File: config.mk
export PLATFORM = sky130hd
export DESIGN_NAME = muldiv_unit
export DESIGN_NICKNAME = d
export VERILOG_FILES = /design/src/rtl/muldiv_unit.sv
export SDC_FILE = /design/constraint.sdc
export NUM_CORES = 1
export LEC_CHECK = 0
export ABC_AREA = 1
export CAP_MARGIN = 20
export CORE_AREA = 3 3 260 262
export DETAILED_ROUTE_END_ITERATION = 6
export DIE_AREA = 0 0 263 265
export PLACE_DENSITY = 0.69
export SLEW_MARGIN = 5
export SYNTH_ARGS = -nofsm -noshare
export SYNTH_HDL_FRONTEND = slang
export SYNTH_SLANG_ARGS = --single-unit
File: constraint.sdc
create_clock -name clk -period 5.9 [get_ports clk]
set_clock_uncertainty 0.1 [all_clocks]
set_input_delay 1.18 -clock clk [delete_from_list [all_inputs] [get_ports clk]]
set_output_delay 1.18 -clock clk [all_outputs]
set_load 0.02 [all_outputs]
File: src/rtl/muldiv_unit.sv
// Iterative 64-bit multiply/divide unit: radix-2 shift-add multiply and restoring
// divide, fixed latency, writes its result straight into the register file port.
module muldiv_unit #(
   parameter int N = 64
) (
   input  logic         clk,
   input  logic         reset,
   input  logic         start,
   input  logic [1:0]   op,
   input  logic [N-1:0] a,
   input  logic [N-1:0] b,
   input  logic [4:0]   rd,
   output logic         busy,
   output logic         done,
   output logic         we3,
   output logic [4:0]   wa3,
   output logic [N-1:0] wd3
);

   localparam int CW = $clog2(N + 1);

   typedef enum logic [1:0] {IDLE, CALC, DONE} state_t;

   state_t         state_q, state_d;
   logic [1:0]     op_q;
   logic [N-1:0]   a_q, b_q, mplr_q, quo_q;
   logic [4:0]     rd_q, wa3_q;
   logic [CW-1:0]  cnt_q;
   logic [2*N-1:0] prod_q;
   logic [N:0]     rem_q;
   logic [N-1:0]   wd3_q;

   logic           calc_end;
   logic [N:0]     psum;
   logic [2*N-1:0] prod_next;
   logic [N+1:0]   rem_shift, trial;
   logic           fits;
   logic [N:0]     rem_next;
   logic [N-1:0]   quo_next, result;

   // cnt_q runs 0..N-1 doing one iteration per cycle; at N the result is loaded.
   assign calc_end = (cnt_q == CW'(N));

   always_comb begin
      psum      = {1'b0, prod_q[2*N-1:N]} + (mplr_q[0] ? {1'b0, a_q} : '0);
      prod_next = {psum, prod_q[N-1:1]};
      // Next dividend bit comes from the top of the quotient shift register.
      rem_shift = {rem_q, quo_q[N-1]};
      trial     = rem_shift - {2'b00, b_q};
      fits      = ~trial[N+1];
      rem_next  = fits ? trial[N:0] : rem_shift[N:0];
      quo_next  = {quo_q[N-2:0], fits};
      case (op_q)
         2'b00:   result = prod_q[N-1:0];
         2'b01:   result = prod_q[2*N-1:N];
         2'b10:   result = (b_q == '0) ? '0 : quo_q;
         default: result = rem_q[N-1:0];
      endcase
   end

   always_comb begin
      state_d = state_q;
      case (state_q)
         IDLE:    if (start) state_d = CALC;
         CALC:    if (calc_end) state_d = DONE;
         DONE:    state_d = IDLE;
         default: state_d = IDLE;
      endcase
   end

   always_ff @(posedge clk) begin
      if (reset) state_q <= IDLE;
      else       state_q <= state_d;
   end

   always_ff @(posedge clk) begin
      if (reset) begin
         op_q   <= '0;
         a_q    <= '0;
         b_q    <= '0;
         rd_q   <= '0;
         cnt_q  <= '0;
         mplr_q <= '0;
         prod_q <= '0;
         rem_q  <= '0;
         quo_q  <= '0;
         wa3_q  <= '0;
         wd3_q  <= '0;
      end else begin
         case (state_q)
            IDLE: if (start) begin
               op_q   <= op;
               a_q    <= a;
               b_q    <= b;
               rd_q   <= rd;
               cnt_q  <= '0;
               mplr_q <= b;
               prod_q <= '0;
               rem_q  <= '0;
               quo_q  <= a;
            end
            CALC: if (!calc_end) begin
               prod_q <= prod_next;
               mplr_q <= mplr_q >> 1;
               rem_q  <= rem_next;
               quo_q  <= quo_next;
               cnt_q  <= cnt_q + CW'(1);
            end else begin
               wd3_q <= result;
               wa3_q <= rd_q;
            end
            default: ;
         endcase
      end
   end

   assign busy = (state_q != IDLE);
   assign done = (state_q == DONE);
   // Register 31 is the zero register: report completion but never write it.
   assign we3  = done && (wa3_q != 5'd31);
   assign wa3  = wa3_q;
   assign wd3  = wd3_q;

endmodule

==> flow_metrics.env, run 1 <==
export IMPL_slew_headroom=0.278
export IMPL_clockBufferDepth=3
export IMPL_status="completed"
export IMPL_async_reset_ff_frac=0
export IMPL_synth_top_area_frac=0.327
export IMPL_cts_root_buffer="clkbuf_16"
export IMPL_port_buffers=209
export IMPL_post_drt_wl_per_cell_um=19.3
export IMPL_vdd_drop_max_mv=0.596
export IMPL_vias_per_cell=5.52
export IMPL_path_class="flip-flop to flip-flop"
export IMPL_antenna_found_initial=4
export IMPL_grt_setup_unrepaired="no"
export IMPL_synthCells=5345
export IMPL_cap_viol_max_count=0
export IMPL_core_area_mm2=0.0656
export IMPL_drc=0
export IMPL_cp_start_kind="flip-flop"
export IMPL_initial_core_util=0.498
export IMPL_r2r_slack_ns=2.11
export IMPL_post_synth_cell_area_avg_um2=6.12
export IMPL_hold_ws_ns=0.359
export IMPL_grt_overflow=0
export IMPL_gp_congestion=1.03
export IMPL_timing_setup_tns_ns=0
export IMPL_drtPass1Iterations=6
export IMPL_synth_cell_types=45
export IMPL_path_max_fanout=20
export IMPL_dieWidth_um=263
export IMPL_syn_to_final_growth_pct=13.4
export IMPL_grt_pass1_vias=32200
export IMPL_cts_max_level=2
export IMPL_netlist_area_mm2=0.0327
export IMPL_clock_sinks=534
export IMPL_slew_violations=0
export IMPL_cp_end_kind="flip-flop"
export IMPL_final_cell_area_mm2=0.0371
export IMPL_cts_tree="done"
export IMPL_ys_ff_latch=534
export IMPL_yosysMostFrequentCell="nand2_1"
export IMPL_cts_hold_buffers_added=0
export IMPL_ys_flop_type="dfxtp_1"
export IMPL_setup_viol=0
export IMPL_synth_largest_area_cell="dfxtp_1"
export IMPL_post_cts_buffers=0
export IMPL_clock_latency_ns=0.65
export IMPL_drive_above_1_share=0.0334
export IMPL_cp_arrival_ns=4.17
export IMPL_clk_pin_slew_ns=0.07
export IMPL_n_fill_cell=6735
export IMPL_grt_pass1_wl_um=186000
export IMPL_routed_wl_um=122000
export IMPL_ys_warn_count=0
export IMPL_grt_max_degree=216
export IMPL_synthTopCellsByArea="dfxtp_1, nand2_1, a21oi_1"
export IMPL_numCtsBuffers=56
export IMPL_utilization=0.565
export IMPL_ant_nets=0
export IMPL_hold_path_class="flip-flop to flip-flop"
export IMPL_synth_seq_area_share=0.327
export IMPL_syn_nets=5615
export IMPL_die_area_mm2=0.0697
export IMPL_die_h_um=265
export IMPL_num_vias=34900
export IMPL_synth_edff_count=0
export IMPL_grt_use_total=0.336
export IMPL_fin_nets=5678
export IMPL_max_freq_ghz=0.264
export IMPL_worst_slew_pin_slew_ns=1.08
export IMPL_synth_top_cells_by_count="nand2_1, inv_1, a21oi_1"
export IMPL_num_rows=94
export IMPL_drtIter0Drc=3321
export IMPL_crit_required_ns=6.28
export IMPL_fin_crit_ns=3.79
export IMPL_io_pins=210
export IMPL_leakage_nw=16.8
export IMPL_hold_violations=0
export IMPL_ctsResizeCount=0
export IMPL_post_dp_cell_area_mm2=0.0352
export IMPL_period_share=0.643
export IMPL_p_per_area_mw_per_mm2=518
export IMPL_dpl_hpwl_um=91300
## worst paths after layout
kind / cells after the start / end / from
hold reg to reg: 2 / a_q[45]$_SDFFE_PP0P_ / a_q[45]$_SDFFE_PP0P_
hold / removal: 2 / a_q[45]$_SDFFE_PP0P_ / a_q[45]$_SDFFE_PP0P_
setup / recovery: 13 / rem_q[17]$_SDFFE_PP0P_ / rem_q[49]$_SDFFE_PP0P_
setup reg to reg: 13 / rem_q[17]$_SDFFE_PP0P_ / rem_q[49]$_SDFFE_PP0P_
## stage by stage
stage	instances	total power, mW	worst slack, ns
after global routing	6312	20.6	1.94
after floorplan	5345	12.3	2.96
after global placement	6214	15.3	2.25
after CTS	6312	19.0	2.19
after detailed placement	6214	15.4	2.20
final	6313	19.2	2.11
## where the power goes
group	switching (mW)	internal [mW]
clock network	1.58	2.05
logic	7.84	3.33
registers	0.446	3.96
## cell families after synthesis
family	synth area share
DFF	0.327
xor gates and xnor gates	0.00884
AOI/OAI and AO/OA	0.166
buffers and inverters	0.111
adders and majority gates	0.0510
and+or+nand+nor	0.336
## routing by layer
metal  global-route usage  vias up  part of all wire
met5                    0        -           0.00011
li1                     -    17300                 -
met4                0.116        2             0.037
met2                0.550     1175              0.45
met1                0.460    16200              0.44
met3               0.0379      197             0.069
## placed cells by master, fill, tap and decap left out, types with 10 or more instances in the layout
cell and n:
a21o_1 13, a21oi_1 567, a31oi_1 135, buf_4 27
clkbuf_1 10, clkbuf_16 56, clkdlybuf4s50_1 208, clkinv_2 10
dfxtp_1 533, ha_1 130, inv_1 695, inv_2 16
nand2_1 1754, nand2_2 10, nand3_1 437, nand3b_1 19
nand4_1 35, nor2_1 340, nor3_1 26, nor4_1 14
o21ai_0 269, o21bai_1 19, xor2_1 25
## state kept, by name, indices dropped and copies added, names as in the netlist
name / count
prod_q: 128
rem_q: 65
b_q: 64
cnt_q: 7
op_q: 2
mplr_q: 64
wd3: 64
rd_q: 5
state_q: 2
quo_q: 64
a_q: 64
wa3: 5
## cell type report
| class | count | area, um^2 | area share |
|---|---|---|---|
| Clock inverter | 25 | 303 | 0.00817 |
| Clock buffer | 73 | 1540 | 0.0414 |
| Multi-Input combinational cell | 3864 | 18400 | 0.497 |
| Sequential cell | 534 | 10700 | 0.288 |
| Tap cell | 864 | 1080 | 0.0292 |
| Inverter | 713 | 2680 | 0.0723 |
| Timing Repair Buffer | 239 | 2360 | 0.0637 |
| Antenna cell | 1 | 2.50 | 0.0000675 |
## critical path, stage by stage, from the launching register on
cell and delay [ns]:
dfxtp_1 0.50, ha_1 0.38, nand2_1 0.10, nand2_1 0.11, a21oi_2 0.20, nor2_1 0.07, o21bai_1 0.12, nand2_1 0.12
a21oi_4 0.21, nand3_1 0.71, nand2_2 0.72, nand2_1 0.11, nand3_1 0.10, a21oi_1 0.07
No activity file was read; power rests on OpenSTA's default activity.
==> run 2: changes to the inputs <==
==> constraint.sdc (replaced) <==
create_clock -name clk -period 3.75 [get_ports clk]
set_clock_uncertainty 0.1 [all_clocks]
set_input_delay 0.75 -clock clk [delete_from_list [all_inputs] [get_ports clk]]
set_output_delay 0.75 -clock clk [all_outputs]
set_load 0.02 [all_outputs]
==> run 2 against run 1 <==
  * Register-to-register slack lost 1.7 ns
  * Wire length is 1.1% higher
  * Largest cell class unchanged
  * Utilization rose by 0.69 points
  * Sequential share of layout area fell by 0.35 points
  * Setup slack worse by 1.7 ns
  * First-iteration DRC count increased by 4.5%
  * Non-clock buffer count is 17 higher
==> flow_metrics.env, run 2 (synthesis results as in run 1) <==
export IMPL_status="completed"
export IMPL_timing_setup_tns_ns=0
export IMPL_dieWidth_um=263
export IMPL_largest_reg_flops=128
export IMPL_n_fill_cell=6754
export IMPL_clock_sinks=534
export IMPL_final_cell_area_mm2=0.0375
export IMPL_drive_above_1_share=0.0377
export IMPL_syn_to_final_growth_pct=14.8
export IMPL_cp_end_kind="flip-flop"
export IMPL_final_cell_mix="nand2_1, inv_1, a21oi_1, dfxtp_1, nand3_1"
export IMPL_path_class="flip-flop to flip-flop"
export IMPL_multi_input_area_mm2=0.0184
export IMPL_leakage_nw=17.1
export IMPL_dpl_hpwl_um=92700
export IMPL_cp_start_kind="flip-flop"
export IMPL_setup_viol=0
export IMPL_post_cts_buffers=0
export IMPL_initial_core_util=0.498
export IMPL_reg_top3="prod_q: 128 flops, rem_q: 65 flops"
export IMPL_register_area_mm2=0.0107
export IMPL_antenna_found_initial=1
export IMPL_grt_overflow=0
export IMPL_fin_crit_ns=3.38
export IMPL_drtPass1Iterations=6
export IMPL_clockBufferDepth=3
export IMPL_vias_per_cell=5.55
export IMPL_hold_ws_ns=0.360
export IMPL_num_rows=94
export IMPL_slew_headroom=0.304
export IMPL_grt_pass1_vias=32900
export IMPL_p_per_area_mw_per_mm2=827
export IMPL_grt_max_degree=182
export IMPL_ctsResizeCount=0
export IMPL_clk_pin_slew_ns=0.06
export IMPL_gp_congestion=1.05
export IMPL_cp_arrival_ns=3.78
export IMPL_worst_slew_pin_slew_ns=1.04
export IMPL_cts_tree="done"
export IMPL_post_drt_wl_per_cell_um=19.4
export IMPL_mostFrequentLayoutCell="nand2_1"
export IMPL_fin_nets=5696
export IMPL_hold_violations=0
export IMPL_drc=0
export IMPL_cts_hold_buffers_added=0
export IMPL_drtIter0Drc=3469
export IMPL_core_area_mm2=0.0656
export IMPL_grt_pass1_wl_um=189000
export IMPL_post_dp_cell_area_mm2=0.0355
export IMPL_antenna_cells=0
export IMPL_grt_use_total=0.341
export IMPL_cap_viol_max_count=0
export IMPL_cts_max_level=2
export IMPL_grt_setup_unrepaired="no"
export IMPL_vdd_drop_max_mv=0.918
export IMPL_die_h_um=265
export IMPL_max_freq_ghz=0.296
export IMPL_die_area_mm2=0.0697
export IMPL_path_max_fanout=64
export IMPL_routed_wl_um=123000
export IMPL_period_share=0.900
export IMPL_ant_nets=0
export IMPL_clock_latency_ns=0.66
export IMPL_port_buffers=209
export IMPL_slew_violations=0
export IMPL_cts_root_buffer="clkbuf_16"
export IMPL_crit_required_ns=4.15
export IMPL_num_vias=35200
export IMPL_hold_path_class="flip-flop to flip-flop"
export IMPL_io_pins=210
export IMPL_numCtsBuffers=57
export IMPL_regMostFlops="prod_q"
==> run 2: cell type report <==
type	instances	area share
inverter	713	0.0715
multi-input combinational	3864	0.491
timing repair buffer	256	0.0693
tap	864	0.0288
clock buffer	74	0.0421
sequential	534	0.285
clock inverter	29	0.0126
==> run 2: through the flow <==
step	utilization	std cells	setup slack (ns)	total power, mW
2_1_floorplan	-	5345	0.812	19.3
3_3_place_gp	0.540	6231	0.416	24.5
3_5_place_dp	0.540	6231	0.520	24.5
4_1_cts	0.572	6334	0.500	30.8
5_1_grt	0.572	6334	0.210	33.4
6_report	0.572	6334	0.374	31.0
==> run 2: final timing paths <==
check                             from                    to  slack, ns  cells after the start
hold / removal    a_q[59]$_SDFFE_PP0P_  a_q[59]$_SDFFE_PP0P_       0.36                      2
setup / recovery   b_q[1]$_SDFFE_PP0P_  wd3[15]$_SDFFE_PP0P_       0.37                      9
setup reg to reg   b_q[1]$_SDFFE_PP0P_  wd3[15]$_SDFFE_PP0P_       0.37                      9
hold reg to reg   a_q[59]$_SDFFE_PP0P_  a_q[59]$_SDFFE_PP0P_       0.36                      2
==> run 2: routing by layer <==
| layer | vias to the layer above | track usage | wire length (um) |
|---|---|---|---|
| met3 | 239 | 0.0434 | 8770 |
| met1 | 16300 | 0.470 | 54400 |
| met4 | 2 | 0.125 | 4930 |
| li1 | 17300 | - | - |
| met2 | 1267 | 0.549 | 54800 |
| met5 | - | 0 | 13 |
==> run 2: where the power goes <==
group / switching (mW) / internal, mW
Clock: 2.58 / 3.67
Combinational: 12.5 / 5.43
Sequential: 0.675 / 6.23
Total: 15.7 / 15.3
==> run 2: critical path: stages, from the launching register on <==
cell and delay [ns]:
dfxtp_1 0.37, nor4_1 0.56, nand4_1 0.33, nor2_1 0.41
nand3_2 0.15, buf_12 0.25, nand3_1 0.14, nand3_1 0.32
a21oi_1 0.42, a21oi_1 0.11
